### src/rtl/l15_int_ctrl_if.sv
// L1.5 interrupt-return packet channel: valid/ready handshake with a 64-bit payload.
interface l15_int_ctrl_if;
   logic        int_val_i;
   logic        int_ready_o;
   logic [63:0] int_data_i;

   modport master (
      output int_val_i,
      output int_data_i,
      input  int_ready_o
   );

   modport slave (
      input  int_val_i,
      input  int_data_i,
      output int_ready_o
   );
endinterface

### src/rtl/l15_int_ctrl.sv
// Core interrupt controller: waits out SRAM init, releases core reset on a wake packet, drives IPI/IRQ levels.
// Optional debug-request stretching is enabled by defining L15_INT_CTRL_DEBUG_EN.
//
// state        | meaning
// -------------+----------------------------------------------------------
// ST_INIT      | SRAM init wait, packets not accepted, core held in reset
// ST_WAIT_WAKE | packets accepted, core held in reset until a wake packet
// ST_RUN       | core running, wake packets ignored
module l15_int_ctrl #(
   parameter int InitCycles      = 32768,
   parameter int DebugHoldCycles = 4
) (
   input  logic                 clk_i,
   input  logic                 rst_ni,
   l15_int_ctrl_if.slave        int_if,
   output logic                 core_rst_no,
   output logic [1:0]           irq_o,
   output logic                 ipi_o,
   output logic                 debug_req_o,
   output logic [1:0]           state_o
);

   typedef enum logic [1:0] {
      ST_INIT      = 2'd0,
      ST_WAIT_WAKE = 2'd1,
      ST_RUN       = 2'd2
   } state_t;

   localparam logic [1:0] TypeWake  = 2'd0;
   localparam logic [1:0] TypeIpi   = 2'd1;
   localparam logic [1:0] TypeIrq   = 2'd2;
   localparam logic [1:0] TypeDebug = 2'd3;

   localparam int CntW = (InitCycles > 1) ? $clog2(InitCycles) : 1;
   localparam logic [CntW-1:0] InitLast = (InitCycles > 0) ? CntW'(InitCycles - 1) : '0;

   state_t          state;
   state_t          state_nxt;
   logic [CntW-1:0] init_cnt;
   logic [CntW-1:0] init_cnt_nxt;

   logic       accept;
   logic [1:0] pkt_type;
   logic       pkt_set;
   logic [1:0] pkt_mask;

   assign pkt_type = int_if.int_data_i[17:16];
   assign pkt_set  = int_if.int_data_i[8];
   assign pkt_mask = int_if.int_data_i[1:0];

   assign int_if.int_ready_o = (state != ST_INIT);
   assign accept             = int_if.int_val_i && int_if.int_ready_o;

   always_ff @(posedge clk_i) begin
      if (!rst_ni) begin
         state    <= ST_INIT;
         init_cnt <= '0;
      end else begin
         state    <= state_nxt;
         init_cnt <= init_cnt_nxt;
      end
   end

   always_comb begin
      state_nxt    = state;
      init_cnt_nxt = init_cnt;
      case (state)
         ST_INIT: begin
            if ((InitCycles == 0) || (init_cnt == InitLast)) begin
               state_nxt = ST_WAIT_WAKE;
            end else begin
               init_cnt_nxt = init_cnt + 1'b1;
            end
         end
         ST_WAIT_WAKE: begin
            if (accept && (pkt_type == TypeWake)) begin
               state_nxt = ST_RUN;
            end
         end
         ST_RUN: begin
            state_nxt = ST_RUN;
         end
         default: begin
            state_nxt = ST_INIT;
         end
      endcase
   end

   // RUN is entered the edge after the wake packet, so core reset release tracks it directly.
   assign core_rst_no = (state == ST_RUN);
   assign state_o     = state;

   always_ff @(posedge clk_i) begin
      if (!rst_ni) begin
         ipi_o <= 1'b0;
         irq_o <= 2'b00;
      end else if (accept) begin
         if (pkt_type == TypeIpi) begin
            ipi_o <= pkt_set;
         end
         if (pkt_type == TypeIrq) begin
            irq_o <= pkt_set ? (irq_o | pkt_mask) : (irq_o & ~pkt_mask);
         end
      end
   end

`ifdef L15_INT_CTRL_DEBUG_EN
   logic [7:0] dbg_cnt;

   // A new debug packet reloads rather than extends the hold window.
   always_ff @(posedge clk_i) begin
      if (!rst_ni) begin
         dbg_cnt <= 8'd0;
      end else if (accept && (pkt_type == TypeDebug)) begin
         dbg_cnt <= 8'(DebugHoldCycles);
      end else if (dbg_cnt != 8'd0) begin
         dbg_cnt <= dbg_cnt - 8'd1;
      end
   end

   assign debug_req_o = (dbg_cnt != 8'd0);
`else
   logic unused_dbg_cfg;

   assign debug_req_o    = 1'b0;
   assign unused_dbg_cfg = ^{8'(DebugHoldCycles), TypeDebug};
`endif

   logic unused_data;
   assign unused_data = ^{int_if.int_data_i[63:18], int_if.int_data_i[15:9], int_if.int_data_i[7:2]};

endmodule

### src/flat_wrapper.sv
// flat-port wrapper written by rule: the top's interface ports become plain ports
module l15_int_ctrl_flat 
#(
   parameter int InitCycles      = 32768,
   parameter int DebugHoldCycles = 4
)
  (clk_i, rst_ni, core_rst_no, irq_o, ipi_o, debug_req_o, state_o, int_if_int_val_i, int_if_int_data_i, int_if_int_ready_o);
  l15_int_ctrl_if int_if_i ();
  input  logic clk_i;
  input  logic rst_ni;
  output logic core_rst_no;
  output logic [1:0] irq_o;
  output logic ipi_o;
  output logic debug_req_o;
  output logic [1:0] state_o;
  input wire logic [$bits(int_if_i.int_val_i)-1:0] int_if_int_val_i;
  input wire logic [$bits(int_if_i.int_data_i)-1:0] int_if_int_data_i;
  output wire logic [$bits(int_if_i.int_ready_o)-1:0] int_if_int_ready_o;
  assign int_if_i.int_val_i = int_if_int_val_i;
  assign int_if_i.int_data_i = int_if_int_data_i;
  assign int_if_int_ready_o = int_if_i.int_ready_o;
  l15_int_ctrl #(.InitCycles(InitCycles), .DebugHoldCycles(DebugHoldCycles)) u_core (.clk_i(clk_i), .rst_ni(rst_ni), .int_if(int_if_i), .core_rst_no(core_rst_no), .irq_o(irq_o), .ipi_o(ipi_o), .debug_req_o(debug_req_o), .state_o(state_o));
endmodule
### config.mk
export PLATFORM = sky130hd
export DESIGN_NAME = l15_int_ctrl_flat
export DESIGN_NICKNAME = d
export VERILOG_FILES = /design/src/rtl/l15_int_ctrl_if.sv /design/src/rtl/l15_int_ctrl.sv /design/src/flat_wrapper.sv
export SDC_FILE = /design/constraint.sdc
export NUM_CORES = 1
export LEC_CHECK = 0
export ABC_CLOCK_PERIOD_IN_PS = 2800
export BUFFER_PORTS_ARGS = -buffer_cell sky130_fd_sc_hd__buf_2
export CORE_AREA = 2 2 56 53
export CTS_CLUSTER_SIZE = 16
export DETAILED_ROUTE_END_ITERATION = 10
export DIE_AREA = 0 0 58 55
export PLACE_DENSITY = 0.81
export SLEW_MARGIN = 20
export SYNTH_ARGS = -nofsm -noshare
export SYNTH_HDL_FRONTEND = slang
export SYNTH_SLANG_ARGS = --single-unit
export TNS_END_PERCENT = 10
### constraint.sdc
create_clock -name clk_i -period 2.8 [get_ports clk_i]
set_clock_uncertainty 0.15 [all_clocks]
set_input_delay 0.56 -clock clk_i [delete_from_list [all_inputs] [get_ports clk_i]]
set_output_delay 0.56 -clock clk_i [all_outputs]
set_load 0.05 [all_outputs]
Word level (Yosys, flattened, before mapping)

Index checks and enable logic that the tools add are counted.

Register bits: 20
Input bits: 67
Output and inout bits: 8

Add/subtract/negate cells: 1
Equality and inequality tests: 7
Multiplexer cells: 4
Bitwise gates (word level): 4
Reduce and logical (&&, ||, !) cells: 9

Operator list:

| operator                                            | count |
|---|---|
| adder 15 x 1 -> 15 bit, second input constant       | 1 |
| equality test 15 bit, second input constant         | 1 |
| AND reduction 2 bit                                 | 4 |
| 2-to-1 mux 2 bit                                    | 3 |
| one-hot mux 2 bit (3 select lines)                  | 1 |
| equality test 2 x 1 -> 1 bit, second input constant | 2 |
| equality test 2 bit, second input constant          | 2 |
| zero test 2 bit                                     | 2 |
| != test 2 x 1 -> 1 bit, second input constant       | 2 |
| AND 2 bit                                           | 1 |
| logical AND 1 bit                                   | 2 |
| NOT 2 bit                                           | 1 |
| bitwise OR 2 bit                                    | 1 |
| nonzero test 2 bit                                  | 1 |
| NOT 1 bit                                           | 1 |

Logic depth before layout (Yosys ltp)

Gate-level depths: netlist (run 1).

Depth in word-level cells: 5
Depth in mapped cells: 7

Worst setup path before layout (run 1)

No wires, ideal clock.

Path kind: reg2out
From: register u_core.state[0] (netlist: u_core.state_o[0])
To: output port int_if_int_ready_o
Data arrival time: 1.464 ns
Data required time: 2.090 ns
Slack: 0.626 ns
Stages on the path, launching flop included: 5
Buffers on the path: 1
Cell sequence: dfxtp_1 inv_1 ha_1 buf_6 inv_1

Cells in the longest elaborated chain, start to end: 1

Ends and longest elaborated chain:

| what                     | line               | text |
|---|---|---|
| start: declaration       | l15_int_ctrl.sv:37 | `state_t state;` |
| start signal: assignment | l15_int_ctrl.sv:59 | `state <= state_nxt;` |
| nonzero test 2 bit       | l15_int_ctrl.sv:51 | `assign int_if.int_ready_o = (state != ST_INIT);` |
| end: declaration         | flat_wrapper.sv:18 | `output wire logic [$bits(int_if_i.int_ready_o)-1:0] int_if_int_ready_o;` |

Every way passes these cells.

Final worst setup path (run 1)

Ends and elaborated chain as after synthesis.

==> impl_metrics.ini, run 1 <==
[drt]
ant_nets = 0
first_pass_iters = 4
via_per_inst = 5.787
num_vias = 949
first_iter_violations = 17
remaining_drc_errors = 0
wire_per_inst_um = 14.11
wl_um = 2314

[clock_tree]
postCtsSetupRepairBufs = 0
clkTransAtPathRegs_ps = 120
cts_max_level = 1
cts_buffers = 3
insertion_delay_ps = 310
cts_root_buf = clkbuf_4
cts_tree = done
ctsResizeCount = 0
clock-sinks = 20
cts_buffer_depth = 2
hold_buffers = 0

[timing]
layout_setup_ws_ps = 503.9
period_needed_ps = 2296
timing.slew.headroom = 0.6070
post-route-period-util = 0.8200
finalHoldViolations = 0
rsz0062_at_grt = no
finalMaxSlewViolations = 0
fin_setup_tns_ps = 0
fin_hold_ws_ps = 318.9
finalSetupViolations = 0
max_slew.worst_pin.slew_ps = 581.6
maxClockFrequency_ghz = 0.4355

[die]
start_util = 0.4124
die-height_um = 55
ioPinCount = 75
core_area_sq_um = 2613
rows = 18
die_area_sq_um = 3190
die_w_um = 58

[critical_path]
crit_required_ps = 2090
worstPathCellList = inv_1 > ha_1 > inv_1 > buf_2
start_kind = flop
worstSetupEndpointType = output port
crit_top_cell = inv_1
cpMaxStageDelayCell = dfxtp_1
crit_type = reg -> out
critical_path_arrival_ps = 1590
path_buf_inv = 3
max_stage_delay_ps = 400
worstPathMaxFanout = 10
crit_family = buffers and inverters

[global_route]
grt_first_pass_wirelength_um = 3822
grt_pass1_vias = 870
grt_max_degree = 16
antenna_found_initial = 0
grt_use_total = 0.1557
overflow = 0

[yosys]
syn_inst = 120
synth_fp_nets = 191
synth_area_sq_um = 1077
ys_ff_latch = 20
synth_cell_types = 44
ys.flop_type = dfxtp_1
synthArstFlopShare = 0
synth_edf_count = 0
syn_area_per_cell_sq_um = 8.977
ys_seq_area_frac = 0.3717
yosys_warnings = 0

[power]
p_leak_uw = 0.0004552
vdd_drop_max_v = 0.0002891
power_density_nw_per_um2 = 463.3
power.total_uw = 557.0

[placed_design]
io_buffers = 14
globalplace.congestion = 0.8131
dpl.hpwl_um = 1700
dp_slack_ps = 786.6

[run_status]
outcome = complete, no violations

[flow_run]
max-cap-violations = 0

[finish]
drive_gt1_frac = 0.1791
layout.nets = 206
antenna_cells = 0
area_delta_synth_final_pct = 11.61
fill_cells = 264

[hold_path]
holdCritPathClass = reg -> reg
[logic make-up (layout without fill, tap and decap cells)]
| family | Yosys count | count (layout) | share of synthesized area |
|---|---|---|---|
| compound gates | 29 | 29 | 0.2009 |
| fa+ha+maj | 4 | 4 | 0.04646 |
| mux | 3 | 3 | 0.02788 |
| xor+xnor | 1 | 1 | 0.008132 |
| other cells | 1 | 1 | 0.003481 |
| flops | 20 | 20 | 0.3717 |
| simple gates | 52 | 52 | 0.2880 |
| buf+inv | 10 | 24 | 0.05342 |
[state kept, by name, indices dropped and copies added, names as in the netlist, named ones only]
register / cells
u_core.init_cnt: 15
u_core.state_o: 2
u_core.ipi_o: 1
[routing by layer]
| layer | GRT usage | part of all wire |
|---|---|---|
| met2 | 0.2860 | 0.47 |
| met3 | 0.03023 | 0.052 |
| met1 | 0.1823 | 0.46 |
| met5 | 0 | 0 |
| met4 | 0.05814 | 0.014 |
[area by class of cell]
type	instances	area, sq um	share of cell area
Multi-Input combinational cell	90	619.3	0.5151
Sequential cell	20	400.4	0.3330
Timing Repair Buffer	14	70.07	0.05827
Tap cell	30	37.54	0.03122
Clock inverter	1	30.03	0.02497
Clock buffer	3	22.52	0.01873
Inverter	6	22.52	0.01873
[Yosys cell counts, types with 2 or more instances]
library cell / instances / area [sq um]
dfxtp_1: 20 / 400.4
nand2_1: 13 / 48.80
a21oi_1: 8 / 40.04
inv_1: 6 / 22.52
nand3_1: 6 / 30.03
ha_1: 4 / 50.05
nand4_1: 4 / 25.02
nor2_1: 4 / 15.01
o21ai_0: 4 / 20.02
mux2i_1: 3 / 30.03
nand2b_1: 3 / 18.77
nor3_1: 3 / 15.01
nor4_1: 3 / 18.77
or4_1: 3 / 22.52
a31oi_1: 2 / 12.51
and2_1: 2 / 12.51
and3_1: 2 / 12.51
o311ai_0: 2 / 17.52
o31ai_1: 2 / 15.01
o41ai_1: 2 / 17.52
[final timing paths]
path                                                        end                             from  cells after the start  slack (ps)
worst max register to register  u_core.init_cnt[5]$_SDFFE_PN0P_  u_core.init_cnt[0]$_SDFFE_PN0P_                      5         760
worst max-delay path                         int_if_int_ready_o   u_core.state_o[0]$_SDFFE_PN0P_                      4         500
worst min register to register                             flop                             flop                      2         320
worst min-delay path                                       flop                             flop                      2         320
[layout by cell type (no fill, tap or decap), drive strengths merged, types with 2 or more instances in the layout]
master,instances
dfxtp,20
buf,14
nand2,13
a21oi,8
nand3,7
inv,6
nand4,5
o21ai,5
nor2,4
ha,4
nand2b,3
nor3,3
nor4,3
mux2i,3
or4,3
clkbuf,3
and3,3
o41ai,3
o311ai,2
o31ai,2
and2,2
a31oi,2
or3,2
[stage by stage]
| step | utilization | instance area (sq um) | instances |
|---|---|---|---|
| final | 0.4602 | 1202 | 164 |
| after CTS | 0.4602 | 1202 | 164 |
| after detailed placement | 0.4401 | 1150 | 160 |
| after global routing | 0.4602 | 1202 | 164 |
| after floorplan | - | 1077 | 120 |
| after global placement | 0.4401 | 1150 | 160 |
[report_power, final]
group / internal [uW] / switching, uW / leakage (uW)
clock: 145 / 93.7 / 0.0000279
combinational: 8.75 / 15.7 / 0.000266
sequential: 288 / 5.99 / 0.000162
[tightest hold or removal path: cells and delay by family, from the launching register on]
family	cells	cell delay, ps
simple gates	1	50
compound gates	1	50
flops	1	330
Note: power is estimated with default switching activity, not from simulation.
==> run 2, diff against run 1 <==
--- a/config.mk
+++ b/config.mk
@@ -5,13 +5,14 @@
 export SDC_FILE = /design/constraint.sdc
 export NUM_CORES = 1
 export LEC_CHECK = 0
-export ABC_CLOCK_PERIOD_IN_PS = 2800
+export ABC_AREA = 1
+export ABC_CLOCK_PERIOD_IN_PS = 2300
 export BUFFER_PORTS_ARGS = -buffer_cell sky130_fd_sc_hd__buf_2
-export CORE_AREA = 2 2 56 53
+export CORE_AREA = 2 2 58 55
 export CTS_CLUSTER_SIZE = 16
 export DETAILED_ROUTE_END_ITERATION = 10
-export DIE_AREA = 0 0 58 55
-export PLACE_DENSITY = 0.81
+export DIE_AREA = 0 0 60 57
+export PLACE_DENSITY = 0.76
 export SLEW_MARGIN = 20
 export SYNTH_ARGS = -nofsm -noshare
 export SYNTH_HDL_FRONTEND = slang
==> constraint.sdc (replaced) <==
create_clock -name clk_i -period 2.3 [get_ports clk_i]
set_clock_uncertainty 0.15 [all_clocks]
set_input_delay 0.46 -clock clk_i [delete_from_list [all_inputs] [get_ports clk_i]]
set_output_delay 0.46 -clock clk_i [all_outputs]
set_load 0.05 [all_outputs]
==> run 2 against run 1 <==
Effect of this change:
- final area rose by 0.94%
- non-clock buffer count unchanged
- critical path depth is the same
- synthesized cell count is 36% higher
- routed wire length decreased by 13%
- critical endpoint unchanged
- largest cell class unchanged
==> impl_metrics.ini, run 2 <==
[placed_design]
place_area_sq_um = 1161
globalplace.congestion = 0.7611
io_buffers = 14
dpl.hpwl_um = 1489

[critical_path]
crit_family = buffers and inverters
max_stage_delay_ps = 370
worstSetupEndpointType = output port
path_buf_inv = 3
crit_top_cell = inv_1
worstPathCellList = inv_1 > ha_1 > inv_1 > buf_2
worstPathMaxFanout = 4
crit_required_ps = 1690
start_kind = flop
rr_worst_depth = 7
cpMaxStageDelayCell = dfxtp_1
worst-path-stages = 4
critical_path_arrival_ps = 1450
crit_type = reg -> out

[global_route]
grt_max_degree = 24
antenna_found_initial = 0
grt_pass1_vias = 870
overflow = 0
grt_first_pass_wirelength_um = 3477
grt_use_total = 0.1315

[drt]
wire_per_inst_um = 9.233
first_pass_iters = 4
num_vias = 999
remaining_drc_errors = 0
ant_nets = 0
wl_um = 2022
via_per_inst = 4.562
first_iter_violations = 23

[clock_tree]
cts_tree = done
clock-sinks = 20
clkTransAtPathRegs_ps = 130
postCtsSetupRepairBufs = 0
cts_buffers = 3
ctsResizeCount = 0
hold_buffers = 0
cts_buffer_depth = 2
cts_max_level = 1
cts_root_buf = clkbuf_4
insertion_delay_ps = 320

[die]
ioPinCount = 75
rows = 19
start_util = 0.3741
die-height_um = 57
core_area_sq_um = 2877
die_w_um = 60
die_area_sq_um = 3420

[yosys]
ys_ff_latch = 20
synth_area_leaders = dfxtp_1 (37%), nand2_1 (14%), nor2_1 (8.7%)
yosys_warnings = 0
synth_fp_nets = 234
yosysTopAreaCell = dfxtp_1
yosysMostFrequentCell = nand2_1
synthArstFlopShare = 0
synth_cell_types = 17
syn_area_per_cell_sq_um = 6.601
synth_top_cell_area_share = 0.3721
synth_edf_count = 0
ys.flop_type = dfxtp_1
synth_common_cells = nand2_1 (41), nor2_1 (25), dfxtp_1 (20), inv_1 (20), nand3_1 (17)
ys_seq_area_frac = 0.3721
synth_area_sq_um = 1076
syn_inst = 163

[timing]
post-route-period-util = 0.8965
finalSetupViolations = 0
period_needed_ps = 2062
fin_setup_tns_ps = 0
finalHoldViolations = 0
maxClockFrequency_ghz = 0.4850
finalMaxSlewViolations = 0
rsz0062_at_grt = no

[power]
p_leak_uw = 0.0005554
vdd_drop_max_v = 0.0004546
power_density_nw_per_um2 = 562.4

[finish]
design_area_sq_um = 1214
layout.nets = 249
final_cell_mix = nand2_1 (41), nor2_1 (25), inv_1 (20), dfxtp_1 (20), nand3_1 (17)
drive_gt1_frac = 0.1299
largest_register_ffs = 15
area_delta_synth_final_pct = 12.79
final_common_cell = nand2_1
regMostFlops = u_core.init_cnt
antenna_cells = 0
post-route-util = 0.4219

[hold_path]
worstHoldPathCells = 3
holdCritPathClass = in -> reg

[flow_run]
max-cap-violations = 0

[run_status]
outcome = complete, no violations
run 2: worst paths after layout:
| check | start | end | slack, ps |
|---|---|---|---|
| min reg2reg | u_core.ipi_o$_SDFFE_PN0P_ | u_core.ipi_o$_SDFFE_PN0P_ | 300 |
| max reg2reg | u_core.state_o[0]$_SDFFE_PN0P_ | flop | 540 |
| min | int_if_int_data_i[0] | flop | 260 |
| max | u_core.state_o[0]$_SDFFE_PN0P_ | int_if_int_ready_o | 240 |
run 2: through the flow:
stage	hold WS (ps)	cells	worst slack, ps	total power [uW]
final	257.8	219	238.1	682.6
after floorplan	286.2	163	3.367	385.9
after global routing	263.0	219	93.98	709.2
after global placement	282.9	215	611.5	395.6
after detailed placement	283.8	215	593.0	396.8
after CTS	256.4	219	229.2	687.3
run 2: layout make-up:
cell class / count / area (sq um)
clock buffers: 3 / 22.52
clock inverters: 1 / 30.03
fillers: 313 / 1663
inverters: 20 / 75.07
multi-input cells: 119 / 563.0
flip-flops and latches: 20 / 400.4
well taps: 42 / 52.55
repair buffers: 14 / 70.07
run 2: kinds of logic (layout without fill, tap and decap cells):
logic type / count (synthesis) / count (layout) / synth area share
adder cells (fa/ha/maj): 4 / 4 / 0.04651
other: 1 / 1 / 0.003485
flip-flops: 20 / 20 / 0.3721
buffers and inverters: 24 / 38 / 0.1046
AND/OR/NAND/NOR: 94 / 94 / 0.3802
AO/OA/AOI/OAI: 20 / 20 / 0.09302
run 2: where the power goes:
group / leakage [uW] / switching (uW) / internal [uW]
Sequential: 0.000162 / 4.55 / 351
Clock: 0.0000279 / 117 / 176
Combinational: 0.000366 / 21.4 / 12.2
run 2: per-layer routing:
| metal | up-vias | track usage | share of wire |
|---|---|---|---|
| li1 | 548 | - | - |
| met3 | 5 | 0.04535 | 0.041 |
| met2 | 14 | 0.2050 | 0.41 |
| met5 | - | 0 | 0 |
| met4 | 0 | 0.03810 | 0.013 |
| met1 | 432 | 0.1713 | 0.53 |
run 2: worst register-to-register path, delay by kind of cell, from the launching register on:
family | cells | cell delay, ps
fa+ha+maj | 1 | 270
simple gates | 3 | 510
compound gates | 1 | 160
flops | 1 | 370
buf+inv | 2 | 220
